$ cat config.mk
export PLATFORM = sky130hd
export DESIGN_NAME = io_bus_ctl
export DESIGN_NICKNAME = d
export VERILOG_FILES = /design/src/rtl/io_bus_ctl.sv
export SDC_FILE = /design/constraint.sdc
export NUM_CORES = 1
export LEC_CHECK = 0
export ABC_AREA = 1
export CAP_MARGIN = 0
export CORE_AREA = 5 5 113 115
export CTS_CLUSTER_SIZE = 24
export DETAILED_ROUTE_END_ITERATION = 8
export DIE_AREA = 0 0 118 120
export PLACE_DENSITY_LB_ADDON = 0.25
export SYNTH_ARGS = -nofsm -noshare
export SYNTH_HDL_FRONTEND = slang
export SYNTH_SLANG_ARGS = --single-unit
export TNS_END_PERCENT = 5
$ cat constraint.sdc
create_clock -name clk -period 3 [get_ports clk]
set_input_delay 0.45 -clock clk [delete_from_list [all_inputs] [get_ports clk]]
set_output_delay 0.45 -clock clk [all_outputs]
set_load 0.01 [all_outputs]
$ cat src/rtl/io_bus_ctl.sv
// io_bus_ctl: memory-mapped I/O bus controller.
// A CPU access is an I/O access when adr[23:6] is all ones and rd or wr is
// set. adr[5:2] selects one of N_DEV device slots. Slots at or above N_DEV
// read as zero and do not stall the CPU. A mapped access stalls the CPU and
// moves through IDLE -> ACC -> DONE. In ACC the selected device is enabled
// until it is ready, or until the access times out.
// Ports:
//   clk, rst          clock, synchronous active-high reset
//   adr, rd, wr       CPU byte address and read/write strobes
//   outbus / inbus    CPU write data / read data returned to the CPU
//   inbus0            memory read data, passed through on non-I/O cycles
//   stall             CPU stall request
//   dev_en            one-hot device select (ACC state only)
//   dev_wr            single-cycle device write strobe
//   dev_din           write data broadcast to all devices
//   dev_dout          packed device read data, 32 bits per slot
//   dev_rdy           per-device ready
//   err_clr           clears bus_err
//   bus_err, err_adr  sticky timeout flag and slot of the last timeout
module io_bus_ctl #(
  parameter int N_DEV    = 4,
  parameter int WAIT_CYC = 0,
  parameter int TIMEOUT  = 255
) (
  input  logic                clk,
  input  logic                rst,
  input  logic [23:0]         adr,
  input  logic                rd,
  input  logic                wr,
  input  logic [31:0]         outbus,
  input  logic [31:0]         inbus0,
  output logic [31:0]         inbus,
  output logic                stall,
  output logic [N_DEV-1:0]    dev_en,
  output logic                dev_wr,
  output logic [31:0]         dev_din,
  input  logic [32*N_DEV-1:0] dev_dout,
  input  logic [N_DEV-1:0]    dev_rdy,
  input  logic                err_clr,
  output logic                bus_err,
  output logic [3:0]          err_adr
);

  typedef enum logic [1:0] {IDLE, ACC, DONE} state_t;

  state_t      state;
  logic [7:0]  cnt;
  logic [3:0]  k_q;
  logic        is_wr;
  logic [31:0] rdata;

  logic [3:0]  slot;
  logic        io_acc;
  logic        mapped;
  logic [31:0] sel_dout;
  logic        sel_rdy;
  logic        wait_met;
  logic        done_ok;
  logic        abort;
  logic        unused_adr;

  assign slot       = adr[5:2];
  assign io_acc     = (adr[23:6] == 18'h3FFFF) && (rd || wr);
  assign mapped     = io_acc && ({1'b0, slot} < 5'(N_DEV));
  assign dev_din    = outbus;
  assign unused_adr = ^adr[1:0];

  // Read data and ready of the latched slot.
  always_comb begin
    sel_dout = 32'h0;
    sel_rdy  = 1'b0;
    for (int i = 0; i < N_DEV; i++) begin
      if (k_q == 4'(i)) begin
        sel_dout = dev_dout[i*32 +: 32];
        sel_rdy  = dev_rdy[i];
      end
    end
  end

  // With no wait requirement, the minimum-wait check is always satisfied.
  // This also avoids comparing cnt against zero.
  if (WAIT_CYC == 0) begin : g_nowait
    assign wait_met = 1'b1;
  end else begin : g_wait
    assign wait_met = (cnt >= 8'(WAIT_CYC));
  end

  assign done_ok = (state == ACC) && wait_met && sel_rdy;
  assign abort   = (state == ACC) && !done_ok && (cnt == 8'(TIMEOUT));

  always_ff @(posedge clk) begin
    if (rst) begin
      state   <= IDLE;
      cnt     <= 8'h0;
      k_q     <= 4'h0;
      is_wr   <= 1'b0;
      rdata   <= 32'h0;
      bus_err <= 1'b0;
      err_adr <= 4'h0;
    end else begin
      // When a new timeout and err_clr arrive together, the timeout wins.
      if (abort) begin
        bus_err <= 1'b1;
      end else if (err_clr) begin
        bus_err <= 1'b0;
      end
      case (state)
        IDLE: begin
          if (mapped) begin
            cnt   <= 8'h0;
            k_q   <= slot;
            is_wr <= wr;
            state <= ACC;
          end
        end
        ACC: begin
          if (done_ok) begin
            if (!is_wr) begin
              rdata <= sel_dout;
            end
            state <= DONE;
          end else if (abort) begin
            rdata   <= 32'hFFFF_FFFF;
            err_adr <= k_q;
            state   <= DONE;
          end else if (cnt != 8'(TIMEOUT)) begin
            cnt <= cnt + 8'd1;
          end
        end
        DONE: begin
          state <= IDLE;
        end
        default: begin
          state <= IDLE;
        end
      endcase
    end
  end

  // stall must rise in the very cycle the access first appears. For that
  // reason the bus-side outputs are decoded from the current state and inputs.
  always_comb begin
    inbus  = inbus0;
    stall  = 1'b0;
    dev_en = '0;
    dev_wr = 1'b0;
    case (state)
      IDLE: begin
        if (io_acc) begin
          inbus = 32'h0;
          stall = mapped;
        end
      end
      ACC: begin
        inbus  = 32'h0;
        stall  = 1'b1;
        dev_wr = done_ok && is_wr;
        for (int i = 0; i < N_DEV; i++) begin
          dev_en[i] = (k_q == 4'(i));
        end
      end
      DONE: begin
        inbus = is_wr ? 32'h0 : rdata;
      end
      default: begin
        inbus = inbus0;
      end
    endcase
    if (rst) begin
      stall  = 1'b0;
      dev_en = '0;
      dev_wr = 1'b0;
    end
  end

endmodule

==> results of run 1 <==
[final cells by class]
cell class / instances / area (µm²)
sequential: 52 / 1040
inverter: 20 / 75.1
timing repair buffer: 245 / 2430
multi-input combinational: 482 / 2460
tap: 147 / 184
clock inverter: 2 / 38.8
clock buffer: 6 / 139
fill: 1155 / 5340
[metal layers]
layer  wire length [µm]  GRT usage
met2               8210      0.399
met1               6140      0.235
met3               1330     0.0613
met4                470     0.0674
met5                  0          0
[cell usage in the layout, fill, tap and decap left out, drive strengths merged, types with 20 or more instances in the layout]
cell | Yosys | layout
clkdlybuf4s50 | 0 | 233
nand3 | 175 | 175
nor2 | 96 | 96
nand2 | 72 | 72
dfxtp | 52 | 52
a21oi | 49 | 49
nand4 | 38 | 38
a22o | 32 | 32
inv | 20 | 20
[per-stage QoR]
stage / hold WS [ns] / util / instance area, µm²
6_report: 0.475 / 0.544 / 6380
3_5_place_dp: 0.469 / 0.529 / 6200
4_1_cts: 0.480 / 0.544 / 6380
3_3_place_gp: 0.459 / 0.529 / 6200
5_1_grt: 0.510 / 0.544 / 6380
2_1_floorplan: 0.449 / - / 4100
[tightest hold or removal path, cell delays in order, from the launching register on]
cell     delay, ns
dfxtp_1       0.32
nand2_1       0.06
a21oi_1       0.05
[power groups by stage]
stage	clock, mW	sequential, mW	combinational, mW
global route	0.718	0.689	0.426
global placement	0	0.706	0.398
finish	0.673	0.690	0.399
floorplan	0	0.706	0.131
CTS	0.679	0.690	0.403
detailed placement	0	0.706	0.401
[flip-flops by register name (all words and copies together), names as in the netlist]
signal and count:
rdata 32, cnt 8, err_adr 4, is_wr 1
k_q 4, bus_err 1, state 2
[worst max path at each step]
stage,start,end,cells past startpoint
6_report,adr[12],inbus[7],11
3_5_place_dp,adr[6],inbus[7],11
4_1_cts,adr[6],inbus[7],11
5_1_grt,adr[16],inbus[7],11
2_1_floorplan,k_q[0]$_SDFFE_PP0P_,dev_wr,8
3_3_place_gp,adr[12],inbus[7],11
[logic make-up (layout without fill, tap and decap cells)]
group,count (synthesis),count (layout),synth area share
and+or+nand+nor,388,388,0.453
buffers and inverters,107,273,0.147
AOI/OAI and AO/OA,93,93,0.143
DFF,52,52,0.254
adders and majority gates,1,1,0.00305
[Yosys cell counts]
library cell	instances	share of area
buf_6	5	0.014
inv_1	14	0.013
buf_2	16	0.020
nor2_2	2	0.0031
dfxtp_1	52	0.25
nor2_4	2	0.0055
nor2_1	92	0.084
a22o_1	32	0.068
nand3b_1	2	0.0037
ha_1	1	0.0031
buf_4	38	0.070
nand4_1	37	0.057
nand2_4	2	0.0055
nor3b_1	1	0.0018
buf_1	2	0.0018
o21ai_0	12	0.015
nor3_1	4	0.0049
a21oi_1	49	0.060
nand3_4	1	0.0043
nand3_2	3	0.0073
nand2_1	70	0.064
inv_2	6	0.0055
clkbuf_1	26	0.024
nand3_1	171	0.21
nand4_2	1	0.0031
==> out/metrics.csv, run 1 <==
metric,value,unit
Post-Syn Instances,641,
Worst EP arrival,2.29,ns
Port Buffers,233,
worst slack at placement,0.224,ns
routability cong.,0.861,
Root Driver,clkbuf_16,
max_cap viols,0,
HP Start,bus_err$_SDFFE_PP0P_,
Nets,1032,
Clock Tree Buf Depth,2,
vias in the first global route,5118,
status,completed,
"Slowest-stage cell, CP",clkdlybuf4s50_1,
Flop pwr share,0.391,
CP Class,primary input to output pin,
post_cts resized,0,
ANT cells,0,
Int Pwr,1.40,mW
die area,14200,µm²
Post-Place Cells,946,
DRC,0,
WL final,16100,µm
Slew Limit Fails,0,
CTS H-tree depth,2,
Clk pwr share,0.382,
CTS tree,built,
Synth Register Bits,52,
post-route setup slack,0.258,ns
DIE WIDTH,118,µm
CP top delay family,buffers and inverters,
worst path buffer plus inverter count,3,
# setup viols final,0,
HPWL after DPL,12600,µm
HP Class,flop to flop,
first-pass GRT wire length,25300,µm
clock skew,0.00926,ns
maximum VDD drop,284,µV
# hold bufs at CTS,0,
Area Growth Syn to Fin,55.7,%
FMAX,365,MHz
die height,120,µm
Syn Nets,867,
Leak Pwr,2.51,nW
reg2reg end,rdata[31]$_SDFFE_PP0P_,
cell area power density,276,nW/µm²
final cell count without fillers,954,
Total Power,1.76,mW
Worst Path Max Fanout,32,
antenna violations before repair,0,
max incr delay on CP,0.48,ns
Initial Util,0.350,
DRT iter0 DRCs,351,
largest net degree at the start of global routing,95,
core region area,11700,µm²
Antenna Violating Nets Remaining,0,
CTS buffer count,5,
Worst R2R Start,k_q[3]$_SDFFE_PP0P_,
CP Capture Type,output pin,
Worst Path Required,2.55,ns
Net Sw Power,0.362,mW
DR WL/cell,16.9,µm
Reg2Reg Setup Slack,0.58,ns
Worst slew margin,0.448,
# IOs,300,
synthesized cell area,4100,µm²
overflow left after global routing,0,
"Hold Violations, Final",0,
Worst setup SP type,primary input,
Tcrit/Tclk final,0.914,
post-synthesis sequential area ratio,0.254,
Comb pwr share,0.227,
Period minus WS final,2.74,ns
Final TNS setup,0,ns
row count,40,
layout cells sized above 1,0.0471,
Hold EP,bus_err$_SDFFE_PP0P_,
warnings from Yosys,0,
"Cell Chain, Critical Path",clkdlybuf4s50_1 -> nand2_1 -> nor2_1 -> nand2_1 -> nor2_1 -> nand2_1 -> nand2_1 -> nand2_1 -> buf_12 -> a22o_1 -> clkdlybuf4s50_1,
unrepaired setup endpoints after global routing,false,
worst-case reg-to-reg path depth,10,
Most Frequent Cell on Critical Path,nand2_1,
Hold Path Depth,2,
worst slew pin tran,0.828,ns
syn avg cell area,6.39,µm²
sw frac,0.205,
gr usage total,0.215,
Num Clock Sinks,52,
vias per cell,5.42,
later-pin clock latency in the skew report,0.29,ns
count of cell types in the netlist,25,
total number of vias,5168,
clock-pin slew on the worst setup and hold paths,0.07,ns
Post-CTS Setup Inserts,0,
DR pass1 iterations,5,
No activity file was read; power rests on OpenSTA's default activity.
==> run 2: changes to the inputs <==
CAP_MARGIN = 20   (was 0)
==> results of run 2 <==
Same layout as run 1: the final DEF is identical, and so are final timing and power.
==> patch (settings of run 1) <==
Put one more register stage on the output `bus_err`, with the module's reset. The value now appears one clock later. The other outputs are not delayed to match.
--- a/src/rtl/io_bus_ctl.sv
+++ b/src/rtl/io_bus_ctl.sv
@@ -43,4 +43,6 @@
 
   typedef enum logic [1:0] {IDLE, ACC, DONE} state_t;
+
+  logic bus_err_s0;
 
   state_t      state;
@@ -96,12 +98,12 @@
       is_wr   <= 1'b0;
       rdata   <= 32'h0;
-      bus_err <= 1'b0;
+      bus_err_s0 <= 1'b0;
       err_adr <= 4'h0;
     end else begin
       // When a new timeout and err_clr arrive together, the timeout wins.
       if (abort) begin
-        bus_err <= 1'b1;
+        bus_err_s0 <= 1'b1;
       end else if (err_clr) begin
-        bus_err <= 1'b0;
+        bus_err_s0 <= 1'b0;
       end
       case (state)
@@ -174,4 +176,12 @@
   end
 
+  always_ff @(posedge clk) begin
+    if (rst) begin
+      bus_err <= '0;
+    end else begin
+      bus_err <= bus_err_s0;
+    end
+  end
+
 endmodule
 
Function: same outputs for any inputs over 10 cycles, from zero or initial values and one cycle with rst high; that may be too few to reach the edited logic, so the function may still have changed.
==> patch against run 1 <==
  * Sequential cell count up 1
  * Synthesized cell count up 11%
  * Routed wire length down 0.97%
  * Worst hold slack worse by 0.026 ns
  * Power down 4.2%
  * Setup slack worse by 0.062 ns
  * Synthesized area up 4.2%
  * Cell area up 2.3%
  * Non-clock buffer count unchanged
  * Critical endpoint is now inbus[31]
==> patch: results <==
set metrics [dict create \
    status "complete, no violations" \
    grt_max_degree 129 \
    rr_startpoint "cnt[0]" \
    gp_congestion 0.844 \
    clock_skew_ns 0.00687 \
    r2r_setup_slack_ns 0.76 \
    antenna_found_initial 0 \
    slowest_delay_ns 0.58 \
    synth_nets 937 \
    drt-wirelength-per-cell_um 15.6 \
    vdd_drop_max_mv 0.399 \
    firstDrtPassIters 5 \
    grt_pass1_wl_um 25200 \
    min_to "bus_err" \
    fin_hold_ws_ns 0.449 \
    vias_per_cell 5.09 \
    wl_met1_um 6370 \
    first_global_vias 4991 \
    p_leak_nw 2.56 \
    synth_common_cells "nand3_1, nand2_1, nor2_1, a21oi_1, dfxtp_1" \
    crit_arrival_ns 2.35 \
    grt_usage 0.214 \
    postCtsSetupBuffers 0 \
    synth.top_cells.by_area "dfxtp_1, nand3_1, nand2_1" \
    fillers 1199 \
    r2r-end "rdata[8]" \
    clkTransAtPathRegs_ns 0.07 \
    min_from "bus_err_s0" \
    drive_gt1_frac 0.0446 \
    dpl.hpwl_um 12100 \
    yosysUniqueCellTypes 26 \
    drt_iter0_markers 404 \
    synth_compound_area_frac 0.117 \
    synthMuxAreaShare 0 \
    dr_wl_met3_um 1130 \
    synth_adder_area_share 0.00293 \
    fin_nets 1100 \
    route.met2.wl_um 8260 \
    rr_worst_depth 9 \
    yosysSeqAreaShare 0.248 \
    max-slew-margin-rel 0.565 \
]
==> patch: changes by cell type after synthesis, moves of 2 or more <==
| cell | run 1 | this run |
|---|---|---|
| nand2_1 | 70 | 95 |
| nand3_1 | 171 | 173 |
| buf_4 | 38 | 33 |
| a21oi_1 | 49 | 54 |
| a22o_1 | 32 | 0 |
| buf_6 | 5 | 9 |
| buf_1 | 2 | 4 |
| inv_1 | 14 | 47 |
| o21a_1 | 0 | 3 |
| o21ai_0 | 12 | 39 |
==> patch: worst max path at each step <==
stage / slack [ns] / end / startpoint
floorplan: 1.11 / inbus[0] / adr[13]
global route: 0.02 / inbus[7] / wr
finish: 0.20 / inbus[31] / wr
CTS: 0.14 / inbus[31] / adr[18]
global placement: 0.16 / inbus[27] / adr[19]
detailed placement: 0.15 / inbus[31] / adr[18]
==> patch: cell type report <==
class	count	area share
Tap cell	147	0.0282
Sequential cell	53	0.163
Clock inverter	3	0.00403
Timing Repair Buffer	245	0.375
Multi-Input combinational cell	516	0.380
Clock buffer	5	0.0192
Inverter	53	0.0305
==> patch: logic make-up after synthesis <==
family                     after synthesis
AOI/OAI and AO/OA                       98
adders and majority gates                1
buffers and inverters                  142
DFF                                     53
and+or+nand+nor                        417
==> patch: routing by layer <==
| metal | vias up | GRT usage |
|---|---|---|
| li1 | 2691 | - |
| met1 | 2322 | 0.252 |
| met2 | 168 | 0.396 |
| met3 | 25 | 0.0490 |
| met4 | 0 | 0.0409 |
| met5 | - | 0.0110 |
==> patch: metrics by stage <==
| step | std cells | cell area (um^2) | utilization | setup slack, ns |
|---|---|---|---|---|
| 2_1_floorplan | 711 | 4270 | - | 1.11 |
| 3_5_place_dp | 1014 | 6370 | 0.544 | 0.145 |
| 5_1_grt | 1022 | 6520 | 0.557 | 0.0244 |
| 6_report | 1022 | 6520 | 0.557 | 0.195 |
| 3_3_place_gp | 1014 | 6370 | 0.544 | 0.159 |
| 4_1_cts | 1022 | 6520 | 0.557 | 0.136 |
==> patch: where the power goes <==
part	internal [mW]	switching, mW
Combinational	0.284	0.106
Clock	0.316	0.280
Sequential	0.703	0.000000487
Total	1.30	0.386
==> patch: worst max-delay path: cells and delay by family <==
family / cells / cell delay, ns
AND/OR/NAND/NOR: 1 / 0.08
buffers and inverters: 3 / 1.16
AO/OA/AOI/OAI: 4 / 0.65
